**config.mk**
```make
export PLATFORM = sky130hd
export DESIGN_NAME = led_mode_seq
export DESIGN_NICKNAME = d
export VERILOG_FILES = /design/src/rtl/led_mode_pkg.sv /design/src/rtl/sw_debounce.sv /design/src/rtl/led_mode_seq.sv
export SDC_FILE = /design/constraint.sdc
export NUM_CORES = 1
export LEC_CHECK = 0
export ABC_AREA = 1
export BUFFER_PORTS_ARGS = -buffer_cell sky130_fd_sc_hd__clkbuf_2
export CAP_MARGIN = 0
export CORE_AREA = 2 2 53 55
export DETAILED_ROUTE_END_ITERATION = 8
export DIE_AREA = 0 0 55 57
export GPL_ROUTABILITY_DRIVEN = 0
export PLACE_DENSITY_LB_ADDON = 0.2
export REMOVE_ABC_BUFFERS = 1
export SLEW_MARGIN = 5
export SYNTH_ARGS = -nofsm -noshare
export SYNTH_HDL_FRONTEND = slang
export SYNTH_HIERARCHICAL = 1
export SYNTH_SLANG_ARGS = --single-unit
```
**constraint.sdc**
```tcl
create_clock -name clk -period 1.6 [get_ports clk]
set_input_delay 0.32 -clock clk [delete_from_list [all_inputs] [get_ports clk]]
set_output_delay 0.32 -clock clk [all_outputs]
set_load 0.005 [all_outputs]
```
**src/rtl/led_mode_pkg.sv**
```systemverilog
// Shared encodings for the LED mode sequencer.
//   mode_e : pattern mode selected by the two low switch bits
//   dir_e  : travel direction of the BOUNCE pattern
//   SW_*   : positions of the meaningful switch bits
package led_mode_pkg;

  typedef enum logic [1:0] {
    MODE_BINARY = 2'b00,
    MODE_CHASE  = 2'b01,
    MODE_BOUNCE = 2'b10,
    MODE_BLINK  = 2'b11
  } mode_e;

  typedef enum logic {
    DIR_LEFT  = 1'b0,
    DIR_RIGHT = 1'b1
  } dir_e;

  localparam int unsigned SW_MODE_LSB = 0;
  localparam int unsigned SW_RUN_BIT  = 2;
  localparam int unsigned SW_USED     = 3;

endpackage

```
**src/rtl/sw_debounce.sv**
```systemverilog
// Per-bit switch conditioner: 2-flop synchronizer followed by a stability
// counter. A bit's debounced output follows the synchronized input once the
// two have differed for DEB_CYCLES consecutive cycles; any agreeing cycle
// restarts the count. Edge-to-output latency is 2+DEB_CYCLES cycles.
// Ports:
//   i_clk   : clock
//   i_rst_n : asynchronous active-low reset
//   i_raw   : raw asynchronous switch inputs
//   o_deb   : registered debounced values
module sw_debounce #(
  parameter int unsigned DEB_CYCLES = 4,
  parameter int unsigned WIDTH      = 3
) (
  input  logic             i_clk,
  input  logic             i_rst_n,
  input  logic [WIDTH-1:0] i_raw,
  output logic [WIDTH-1:0] o_deb
);

  localparam int unsigned CW = $clog2(DEB_CYCLES + 1);

  logic [WIDTH-1:0] r_meta;
  logic [WIDTH-1:0] r_sync;
  logic [WIDTH-1:0] r_deb;
  logic [CW-1:0]    r_cnt [WIDTH];

  always_ff @(posedge i_clk or negedge i_rst_n) begin
    if (!i_rst_n) begin
      r_meta <= '0;
      r_sync <= '0;
      r_deb  <= '0;
      for (int unsigned i = 0; i < WIDTH; i++) begin
        r_cnt[i] <= '0;
      end
    end else begin
      r_meta <= i_raw;
      r_sync <= r_meta;
      for (int unsigned i = 0; i < WIDTH; i++) begin
        if (r_sync[i] == r_deb[i]) begin
          r_cnt[i] <= '0;
        end else if (r_cnt[i] == CW'(DEB_CYCLES - 1)) begin
          // The current cycle is the DEB_CYCLES-th differing one.
          r_deb[i] <= r_sync[i];
          r_cnt[i] <= '0;
        end else begin
          r_cnt[i] <= r_cnt[i] + 1'b1;
        end
      end
    end
  end

  assign o_deb = r_deb;

endmodule

```
**src/rtl/led_mode_seq.sv**
```systemverilog
// LED pattern sequencer. Debounced switches select one of four patterns
// (BINARY count, CHASE rotate, BOUNCE ping-pong, BLINK invert) and a run
// enable. A prescaler divides clk by TICK_DIV; each wrap advances the
// pattern by one step. A debounced mode change reloads the new mode's start
// value, clears the prescaler and resets the bounce direction.
// Ports:
//   clk   : clock, all state on rising edge
//   rst_n : asynchronous active-low reset
//   sw    : raw switches; sw[1:0] mode, sw[2] run, higher bits ignored
//   led   : registered LED pattern
module led_mode_seq
  import led_mode_pkg::*;
#(
  parameter int unsigned N_SW       = 3,
  parameter int unsigned N_LED      = 4,
  parameter int unsigned DEB_CYCLES = 4,
  parameter int unsigned TICK_DIV   = 8
) (
  input  logic             clk,
  input  logic             rst_n,
  input  logic [N_SW-1:0]  sw,
  output logic [N_LED-1:0] led
);

  localparam int unsigned PW = $clog2(TICK_DIV);

  logic [SW_USED-1:0] w_deb;
  mode_e              w_mode;
  logic               w_run;
  logic               w_reload;
  logic               w_tick;
  logic [N_LED-1:0]   w_next;
  dir_e               w_dir_next;

  mode_e              r_mode_q;
  dir_e               r_dir;
  logic [PW-1:0]      r_presc;
  logic [N_LED-1:0]   r_pattern;

  sw_debounce #(
    .DEB_CYCLES (DEB_CYCLES),
    .WIDTH      (SW_USED)
  ) u_sw_debounce (
    .i_clk   (clk),
    .i_rst_n (rst_n),
    .i_raw   (sw[SW_USED-1:0]),
    .o_deb   (w_deb)
  );

  if (N_SW > SW_USED) begin : g_ignored_sw
    logic w_unused_sw;
    assign w_unused_sw = ^sw[N_SW-1:SW_USED];
  end

  assign w_mode = mode_e'(w_deb[SW_MODE_LSB +: 2]);
  assign w_run  = w_deb[SW_RUN_BIT];

  // r_mode_q is the mode the pattern register currently belongs to, so a
  // mismatch is seen exactly on the edge after the debounced mode changes.
  assign w_reload = (w_mode != r_mode_q);
  assign w_tick   = w_run && (r_presc == PW'(TICK_DIV - 1));

  function automatic logic [N_LED-1:0] start_value(input mode_e m);
    logic [N_LED-1:0] v;
    unique case (m)
      MODE_BINARY: v = '0;
      MODE_CHASE:  v = N_LED'(1);
      MODE_BOUNCE: v = N_LED'(1);
      MODE_BLINK:  v = '1;
    endcase
    return v;
  endfunction

  always_comb begin
    w_next     = r_pattern;
    w_dir_next = r_dir;
    unique case (r_mode_q)
      MODE_BINARY: w_next = r_pattern + 1'b1;
      MODE_CHASE:  w_next = {r_pattern[N_LED-2:0], r_pattern[N_LED-1]};
      MODE_BOUNCE: begin
        // Turn around on arrival at an end so the end position is shown once.
        if (r_dir == DIR_LEFT) begin
          w_next = r_pattern << 1;
          if (w_next[N_LED-1]) w_dir_next = DIR_RIGHT;
        end else begin
          w_next = r_pattern >> 1;
          if (w_next[0]) w_dir_next = DIR_LEFT;
        end
      end
      MODE_BLINK:  w_next = ~r_pattern;
    endcase
  end

  always_ff @(posedge clk or negedge rst_n) begin
    if (!rst_n) begin
      r_mode_q  <= MODE_BINARY;
      r_dir     <= DIR_LEFT;
      r_presc   <= '0;
      r_pattern <= '0;
    end else begin
      r_mode_q <= w_mode;
      if (w_reload) begin
        // Reload wins over a coincident tick; that tick is dropped.
        r_pattern <= start_value(w_mode);
        r_presc   <= '0;
        r_dir     <= DIR_LEFT;
      end else begin
        if (w_run) begin
          r_presc <= w_tick ? '0 : r_presc + 1'b1;
        end
        if (w_tick) begin
          r_pattern <= w_next;
          r_dir     <= w_dir_next;
        end
      end
    end
  end

  assign led = r_pattern;

endmodule
```
; Word-level counts from Yosys, hierarchy flattened
; Index checks and enable logic that the tools add are counted.
[totals]
input_bits = 5
regBits = 28
out_inout_bits = 4
[op_classes]
n_bitwise = 4
reduce_logical = 11
add_sub_neg = 5
n_mux = 20
n_eq_ne = 14
[op_table]
columns = operator, n
row1 = $mux 3, 9
row2 = $pmux 4 s4, 1
row3 = $add 3x1->3 const B, 4
row4 = $mux 4, 3
row5 = $pmux 4 s3, 1
row6 = $eq 3x2->1 const B, 3
row7 = $eq 2x2->1 const B, 4
row8 = $reduce_and 2->1, 4
row9 = $mux 1, 6
row10 = $reduce_bool 2->1, 3
row11 = $add 4x1->4 const B, 1
row12 = $eq 2x1->1 const B, 2
row13 = $logic_not 2->1, 2
row14 = $not 4->4, 1
row15 = $eq 1x1->1, 3
row16 = $eq 3x3->1 const B, 1
row17 = $not 1->1, 3
row18 = $ne 2x2->1, 1
row19 = $reduce_or 2->1, 1
row20 = $logic_and 1x1->1, 1

; Logic depth before layout (Yosys ltp)
; Gate-level depths: netlist of run 1.
[logic_depth]
word_depth = 5
mapped_depth = 9

; Modules after synthesis
; Netlist of run 1, hierarchy kept.
[modules_own_cells]
columns = mod, seq_area_each_um2, cells_each, area_per_inst_um2, instances
row1 = sw_debounce, 450.4, 75, 716.9, 1
row2 = led_mode_seq, 250.2, 95, 684.4, 1

; Least setup slack after synthesis of run 1
; OpenSTA, ideal clock, no wires.
[synth_path]
kind = reg-to-reg
from = register r_presc[0]
to = register r_pattern[1], in the netlist led[1]
required_ps = 1523
stages_incl_launch_ff = 8
arrival_time_ps = 1283
path_slack_ps = 240
path_cell_list = dfrtp_1 > ha_1 > ha_1 > nand2_1 > nand3_1 > nand2_1 > inv_1 > a21oi_1
[synth_between]
elab_chain_len = 3
[synth_rtl]
columns = element, line
row1 = "start, declared", led_mode_seq.sv:37  ; logic [PW-1:0] r_presc;
row2 = "start signal, assigned", led_mode_seq.sv:109  ; r_presc <= w_tick ? '0 : r_presc + 1'b1;
row3 = $eq 3x3->1, led_mode_seq.sv:61  ; assign w_tick = w_run && (r_presc == PW'(TICK_DIV - 1));
row4 = $logic_and 1x1->1, led_mode_seq.sv:61
row5 = $reduce_bool 2->1 (no source line), -
row6 = "end signal, assigned", led_mode_seq.sv:104  ; r_pattern <= start_value(w_mode);
row7 = "end signal, assigned", led_mode_seq.sv:112  ; r_pattern <= w_next;
row8 = "end, declared", led_mode_seq.sv:38  ; logic [N_LED-1:0] r_pattern;
; No other way between the ends.
; A chain may end at the register's enable or synchronous reset.

; Final worst setup path of run 1
; Same ends and word-level chain as after synthesis.

==> results.sh, run 1 <==
export IMPL_rsz0062_at_grt="false"
export IMPL_routed_wl_met2_mm=1.29
export IMPL_timing_max_transition_violations_final=0
export IMPL_critPathRequiredTime_ns=1.86
export IMPL_worst_setup_path_type="reg2reg"
export IMPL_layout_area_overhead_vs_synth_pct=8.12
export IMPL_viasPerCell=5.18
export IMPL_max_vdd_ir_drop_v=0.00107
export IMPL_status="complete, but fails checks"
export IMPL_dr_wl_met3_um=97
export IMPL_fin_crit_sh_pct=90.3
export IMPL_hold_worst_slack_ns=-0.00281
export IMPL_finalWirelength_mm=2.48
export IMPL_finish_net_count=194
export IMPL_tritoncts="done"
export IMPL_grt_total_usage_pct=18.2
export IMPL_dpl_hpwl_mm=1.79
export IMPL_max_freq_ghz=0.692
export IMPL_stdcell_area_mm2=0.00152
export IMPL_cts_hold_buffers=0
export IMPL_synth_warning_count=6
export IMPL_core_mm2=0.00262
export IMPL_met1_length_mm=1.05
export IMPL_ctsRootBufferMaster="clkbuf_4"
export IMPL_critical_path_startpoint_type="flop"
export IMPL_netlist_top_cells_count="nand2_1 (38), nor2_1 (30), dfrtp_1 (28)"
export IMPL_post_route_skew_ns=0.00615
export IMPL_power_density_mw_per_mm2=1880
export IMPL_largest_net_degree_at_the_start_of_global_routing=29
export IMPL_dpl_instance_area_mm2=0.00147
export IMPL_layout_setup_ws_ns=0.154
export IMPL_drt_pass1_iter_count=4
export IMPL_dominantRegCellSynth="dfrtp_1"
export IMPL_number_of_antenna_violations_at_the_first_check_in_global_routing=0
export IMPL_route_top_layer_used="met4"
export IMPL_grt_pass1_vias=1002
export IMPL_floorplan_die_height_um=57
export IMPL_io_buffer_count=8
export IMPL_grt_overflow_total=0
export IMPL_postSynthAreaPerCell_um2=8.24
export IMPL_critical_path_arrival_ns=1.70
export IMPL_clk_buf_depth=2
export IMPL_synthDistinctLibCells=20
export IMPL_netlist_area_mm2=0.00140
export IMPL_final_layout_size_suffix_gt1_share_pct=16.5
export IMPL_n_antenna_cell=0
export IMPL_postLayoutCoreUtil_pct=57.9
export IMPL_critPathCaptureType="flop"
export IMPL_vias=1104
export IMPL_insertion_delay_ns=0.32
export IMPL_drt_iter0_drc=29
export IMPL_multi_input_area_um2=602
export IMPL_violations_in_the_final_reports="hold timing"
export IMPL_drtAntennaViolNets=0
export IMPL_yosysSeqAreaShare_pct=50.0
export IMPL_worst_margin_slew_ns=0.676
export IMPL_synth_enable_flop_cells=0
export IMPL_power_static_leakage_nw=0.793
export IMPL_preCtsSetupSlack_ns=0.103
export IMPL_ys_async_rst_share_pct=100
export IMPL_final_setup_viol_count=0
export IMPL_synth_largest_area_cell="dfrtp_1"
export IMPL_netlist_top_cells_area="dfrtp_1 (50%), nand2_1 (10%), nor2_1 (8.0%)"
export IMPL_floorplan_rows=19
export IMPL_final_period_minus_worst_setup_slack_ns=1.45
export IMPL_ios=9
export IMPL_drv_max_cap_violation_count=0
export IMPL_clk_transition_reported_paths_ns=0.14
export IMPL_postSynthCellCount=170
export IMPL_synth_top_cell_area_share_pct=50.0
export IMPL_avgRoutedWirePerCell_um=11.7
export IMPL_layout_area_seq_um2=701
export IMPL_die_x_extent_um=55
export IMPL_detail_route_drc_violations=0
export IMPL_yosys_cell_count_top_type="nand2_1"
export IMPL_timing_slew_headroom_pct=54.9
export IMPL_clock_sinks=28
export IMPL_grt_pass1_wl_mm=4.14
export IMPL_final_fill_count=234
export IMPL_starting_utilization_of_the_core_area_pct=53.6
export IMPL_synthesized_flop_and_latch_total=28
export IMPL_cts_inserted_buffers=3
export IMPL_setup_tns_final_ns=0
export IMPL_cts_htree_levels=1
export IMPL_timing_final_hold_violations=5
export IMPL_hold_path_class="in2async"
export IMPL_critical_path_max_fanout=6
export IMPL_die_area_mm2=0.00314
[report_power, final]
part | total, mW | leakage [nW] | internal (mW) | switching [mW]
Clock | 0.336 | 0.0210 | 0.139 | 0.196
Combinational | 1.34 | 0.416 | 0.525 | 0.814
Sequential | 1.17 | 0.355 | 0.908 | 0.260
[worst max-delay path, stage by stage (launching register included)]
cell,delay [ns]
dfrtp_1,0.40
ha_1,0.20
ha_1,0.19
nand2_1,0.14
nand3_2,0.14
nand2_1,0.09
inv_1,0.06
a21oi_1,0.16
[metal layers]
metal  track usage (%)  up-vias
li1                  -      553
met1              21.5      510
met2              31.8       33
met3              3.40        8
met4              6.97        0
met5                 0        -
[cell usage in the layout (no fill, tap or decap), drive strengths merged]
cell type / netlist / layout
o211ai: 1 / 1
inv: 24 / 24
o21ai: 6 / 6
dfrtp: 28 / 28
xnor2: 2 / 2
nand3: 13 / 13
ha: 6 / 6
a21oi: 6 / 6
or2: 1 / 1
nand4: 3 / 3
clkbuf: 1 / 12
nor2: 30 / 30
nand2: 49 / 49
buf: 0 / 1
[final timing paths]
kind                       cells after the start                     from                      end  slack (ns)
setup / recovery                               7               r_presc[0]                   led[1]        0.15
hold / removal                                 1                    rst_n   u_sw_debounce/o_deb[2]      -0.003
setup reg to reg                               7               r_presc[0]                   led[1]        0.15
hold reg to reg                                0  u_sw_debounce/r_meta[2]  u_sw_debounce/r_sync[2]        0.37
max in group asynchronous                      1                    rst_n              r_mode_q[1]        1.16
min in group clk                               1                    sw[2]  u_sw_debounce/r_meta[2]        0.09
[timing repair]
action	in CTS	in global routing
resized for setup	0	1
hold endpoints to repair	0	0
setup buffers	0	1
setup endpoints to repair	0	4
[area by class of cell]
cell class              count  area share, %
inverters                  24           5.95
well taps                  31           2.56
flip-flops and latches     28           46.2
repair buffers              9           3.14
multi-input cells         117           39.7
clock buffers               4           2.39
[sequential cells by signal, summed over array words and instances, names as in the netlist]
register / flops
r_presc: 3
u_sw_debounce/r_sync: 3
led: 4
r_dir: 1
u_sw_debounce/r_meta: 3
u_sw_debounce/r_cnt: 9
r_mode_q: 2
u_sw_debounce/o_deb: 3
[logic make-up after synthesis]
family	synth area share [%]
AO/OA/AOI/OAI	5.36
XOR/XNOR	1.79
adder cells (fa/ha/maj)	5.36
buffers and inverters	7.41
flip-flops	50.0
AND/OR/NAND/NOR	30.1
[through the flow]
stage	total power, mW	cells
after floorplan	2.15	169
final	2.84	213
after global placement	2.40	208
after detailed placement	2.49	208
after CTS	2.84	212
after global routing	3.14	213
Note: power is estimated with default switching activity, not from simulation.
==> run 2, diff against run 1 <==
--- a/config.mk
+++ b/config.mk
@@ -8,9 +8,9 @@
 export ABC_AREA = 1
 export BUFFER_PORTS_ARGS = -buffer_cell sky130_fd_sc_hd__clkbuf_2
 export CAP_MARGIN = 0
-export CORE_AREA = 2 2 53 55
+export CORE_AREA = 2 2 67 69
 export DETAILED_ROUTE_END_ITERATION = 8
-export DIE_AREA = 0 0 55 57
+export DIE_AREA = 0 0 69 71
 export GPL_ROUTABILITY_DRIVEN = 0
 export PLACE_DENSITY_LB_ADDON = 0.2
 export REMOVE_ABC_BUFFERS = 1
@@ -19,3 +19,4 @@
 export SYNTH_HDL_FRONTEND = slang
 export SYNTH_HIERARCHICAL = 1
 export SYNTH_SLANG_ARGS = --single-unit
+export TNS_END_PERCENT = 50
==> run 2 against run 1 <==
- the flow now finishes without violations
- clock power increased by 26%
- sequential power about the same
- non-clock buffer count increased by 2
- combinational power increased by 4%
- flip-flop and latch count unchanged
- setup slack got worse by 0.013 ns
- first-iteration DRC count increased by 83%
- global-route usage decreased by 7.1 points
- critical path depth unchanged
- via count decreased by 1.7%
==> results.sh, run 2 (synthesis results as in run 1) <==
export IMPL_critPathCaptureType="flop"
export IMPL_die_x_extent_um=69
export IMPL_cts_inserted_buffers=3
export IMPL_avgRoutedWirePerCell_um=10.4
export IMPL_worst_margin_slew_ns=0.388
export IMPL_use_met2_pct=21.4
export IMPL_status="finished, final reports clean"
export IMPL_stdcell_area_mm2=0.00161
export IMPL_insertion_delay_ns=0.27
export IMPL_postLayoutCoreUtil_pct=38.2
export IMPL_io_buffer_count=8
export IMPL_clock_sinks=28
export IMPL_commonest_non_fill_non_tap_cells_in_the_layout="nand2_1 (38), nor2_1 (30), dfrtp_1 (28)"
export IMPL_fin_crit_sh_pct=91.2
export IMPL_drv_max_cap_violation_count=0
export IMPL_n_antenna_cell=0
export IMPL_ctsRootBufferMaster="clkbuf_8"
export IMPL_detail_route_drc_violations=0
export IMPL_critical_path_startpoint_type="flop"
export IMPL_die_area_mm2=0.00490
export IMPL_timing_max_transition_violations_final=0
export IMPL_dpl_instance_area_mm2=0.00152
export IMPL_worst_setup_path_type="reg2reg"
export IMPL_drtAntennaViolNets=0
export IMPL_timing_slew_headroom_pct=74.2
export IMPL_final_fill_count=452
export IMPL_clk_buf_depth=2
export IMPL_final_cell_count_no_fill=236
export IMPL_dpl_hpwl_mm=1.93
export IMPL_critical_path_cell_chain="ha_1 -> ha_1 -> nand2_1 -> nand3_4 -> nand2_1 -> inv_1 -> a21oi_1"
export IMPL_cts_htree_levels=1
export IMPL_power_frac_seq_pct=39.2
export IMPL_critical_path_buf_inv_count=1
export IMPL_rsz0062_at_grt="false"
export IMPL_viasPerCell=4.60
export IMPL_power_static_leakage_nw=0.819
export IMPL_max_freq_ghz=0.685
export IMPL_power_density_mw_per_mm2=1850
export IMPL_grt_met3_usage_pct=1.85
export IMPL_critPathRequiredTime_ns=1.79
export IMPL_grtUsageMet1_pct=12.2
export IMPL_starting_utilization_of_the_core_area_pct=33.3
export IMPL_final_setup_viol_count=0
export IMPL_post_route_skew_ns=0.00191
export IMPL_internal_power_mw=1.69
export IMPL_worst_r2r_path_depth=7
export IMPL_cp_top_family="flip-flops"
export IMPL_tritoncts="done"
export IMPL_critical_path_arrival_ns=1.65
export IMPL_setup_tns_final_ns=0
export IMPL_busiest_layer="met2"
export IMPL_grt_total_usage_pct=11.1
export IMPL_placed_cells=231
export IMPL_whs_path_depth=1
export IMPL_hold_path_class="in2reg"
export IMPL_clk_transition_reported_paths_ns=0.09
export IMPL_slowest_delay_ns=0.42
export IMPL_critical_path_max_fanout=6
export IMPL_crit_reg2reg_capture="led[3]"
export IMPL_final_layout_size_suffix_gt1_share_pct=17.4
export IMPL_grt_pass1_vias=1084
export IMPL_finish_net_count=196
export IMPL_max_vdd_ir_drop_v=0.000602
export IMPL_largest_net_degree_at_the_start_of_global_routing=16
export IMPL_vias=1085
export IMPL_final_period_minus_worst_setup_slack_ns=1.46
export IMPL_ios=9
export IMPL_drt_pass1_iter_count=4
export IMPL_largest_register_ffs=9
export IMPL_layout_area_overhead_vs_synth_pct=14.6
export IMPL_floorplan_rows=24
export IMPL_largest_register="u_sw_debounce/r_cnt"
export IMPL_grt_pass1_wl_mm=4.49
export IMPL_clock_power_share_pct=14.2
export IMPL_whs_endpoint="u_sw_debounce/r_meta[0]"
export IMPL_cp_slowest_cell="dfrtp_1"
export IMPL_hold_worst_slack_ns=0.153
export IMPL_p_comb_share_pct=46.6
export IMPL_net_switching_power_mw=1.28
export IMPL_core_mm2=0.00420
export IMPL_drt_iter0_drc=53
export IMPL_reg2reg_setup_slack_ns=0.14
export IMPL_floorplan_die_height_um=71
export IMPL_critical_path_reg2reg_startpoint="r_presc[0]"
export IMPL_timing_final_hold_violations=0
export IMPL_hold_path_startpoint="sw[0]"
export IMPL_cp_startpoint="r_presc[0]"
export IMPL_grt_overflow_total=0
export IMPL_number_of_antenna_violations_at_the_first_check_in_global_routing=0
export IMPL_sw_frac_of_total_pct=43.1
export IMPL_layout_cells_most_common="nand2_1"
export IMPL_finalWirelength_mm=2.46
-- run 2: cell types whose count changed in the layout (fill, tap and decap cells not counted) --
| cell | previous run | this run |
|---|---|---|
| xnor2_1 | 1 | 0 |
| xnor2_2 | 1 | 2 |
| dlygate4sd3_1 | 0 | 1 |
| buf_12 | 0 | 1 |
| clkbuf_8 | 1 | 4 |
| nand3_4 | 0 | 1 |
| clkbuf_4 | 3 | 0 |
| nand3_2 | 1 | 0 |
-- run 2: through the flow --
stage	power [mW]	setup slack (ns)
5_1_grt	3.28	0.0101
3_3_place_gp	2.45	0.171
3_5_place_dp	2.52	0.0801
4_1_cts	2.95	0.0579
2_1_floorplan	2.15	0.240
6_report	2.97	0.141
-- run 2: cell type report --
class	instances	area [µm²]	share of cell area (%)
flip-flops and latches	28	701	43.6
well taps	52	65.1	4.05
repair buffers	11	77.6	4.83
inverters	24	90.1	5.61
clock buffers	4	55.1	3.43
multi-input cells	117	617	38.4
-- run 2: power by group through the flow --
stage                     clock network [mW]  registers, mW  logic, mW
after global routing                   0.468           1.21       1.61
after floorplan                            0           1.12       1.02
final                                  0.423           1.17       1.39
after detailed placement                   0           1.17       1.35
after CTS                              0.441           1.16       1.35
after global placement                     0           1.16       1.29
-- run 2: worst reg2reg max path: stages (launching register included) --
cell and delay (ns):
dfrtp_1 0.42, ha_1 0.21, ha_1 0.19, nand2_1 0.16, nand3_4 0.12, nand2_1 0.08
inv_1 0.06, a21oi_1 0.15
-- run 2: routing by layer --
metal  up-vias  share of wire [%]
met2         9                 53
met1       514                 45
met4         0               0.57
li1        560                  -
met3         2                2.1
met5         -                  0
-- run 2: worst max path at each step --
| stage | to | cells after the start |
|---|---|---|
| floorplan | led[1] | 7 |
| global placement | led[2] | 7 |
| detailed placement | led[3] | 7 |
| CTS | led[3] | 7 |
| global route | led[3] | 7 |
| finish | led[3] | 7 |
-- run 2: repair_timing --
action	4_1_cts	5_1_grt
endpoints found under the setup margin	0	4
hold buffers	1	0
hold endpoints to repair	14	0
buffers inserted	0	0
gates resized for setup	0	3
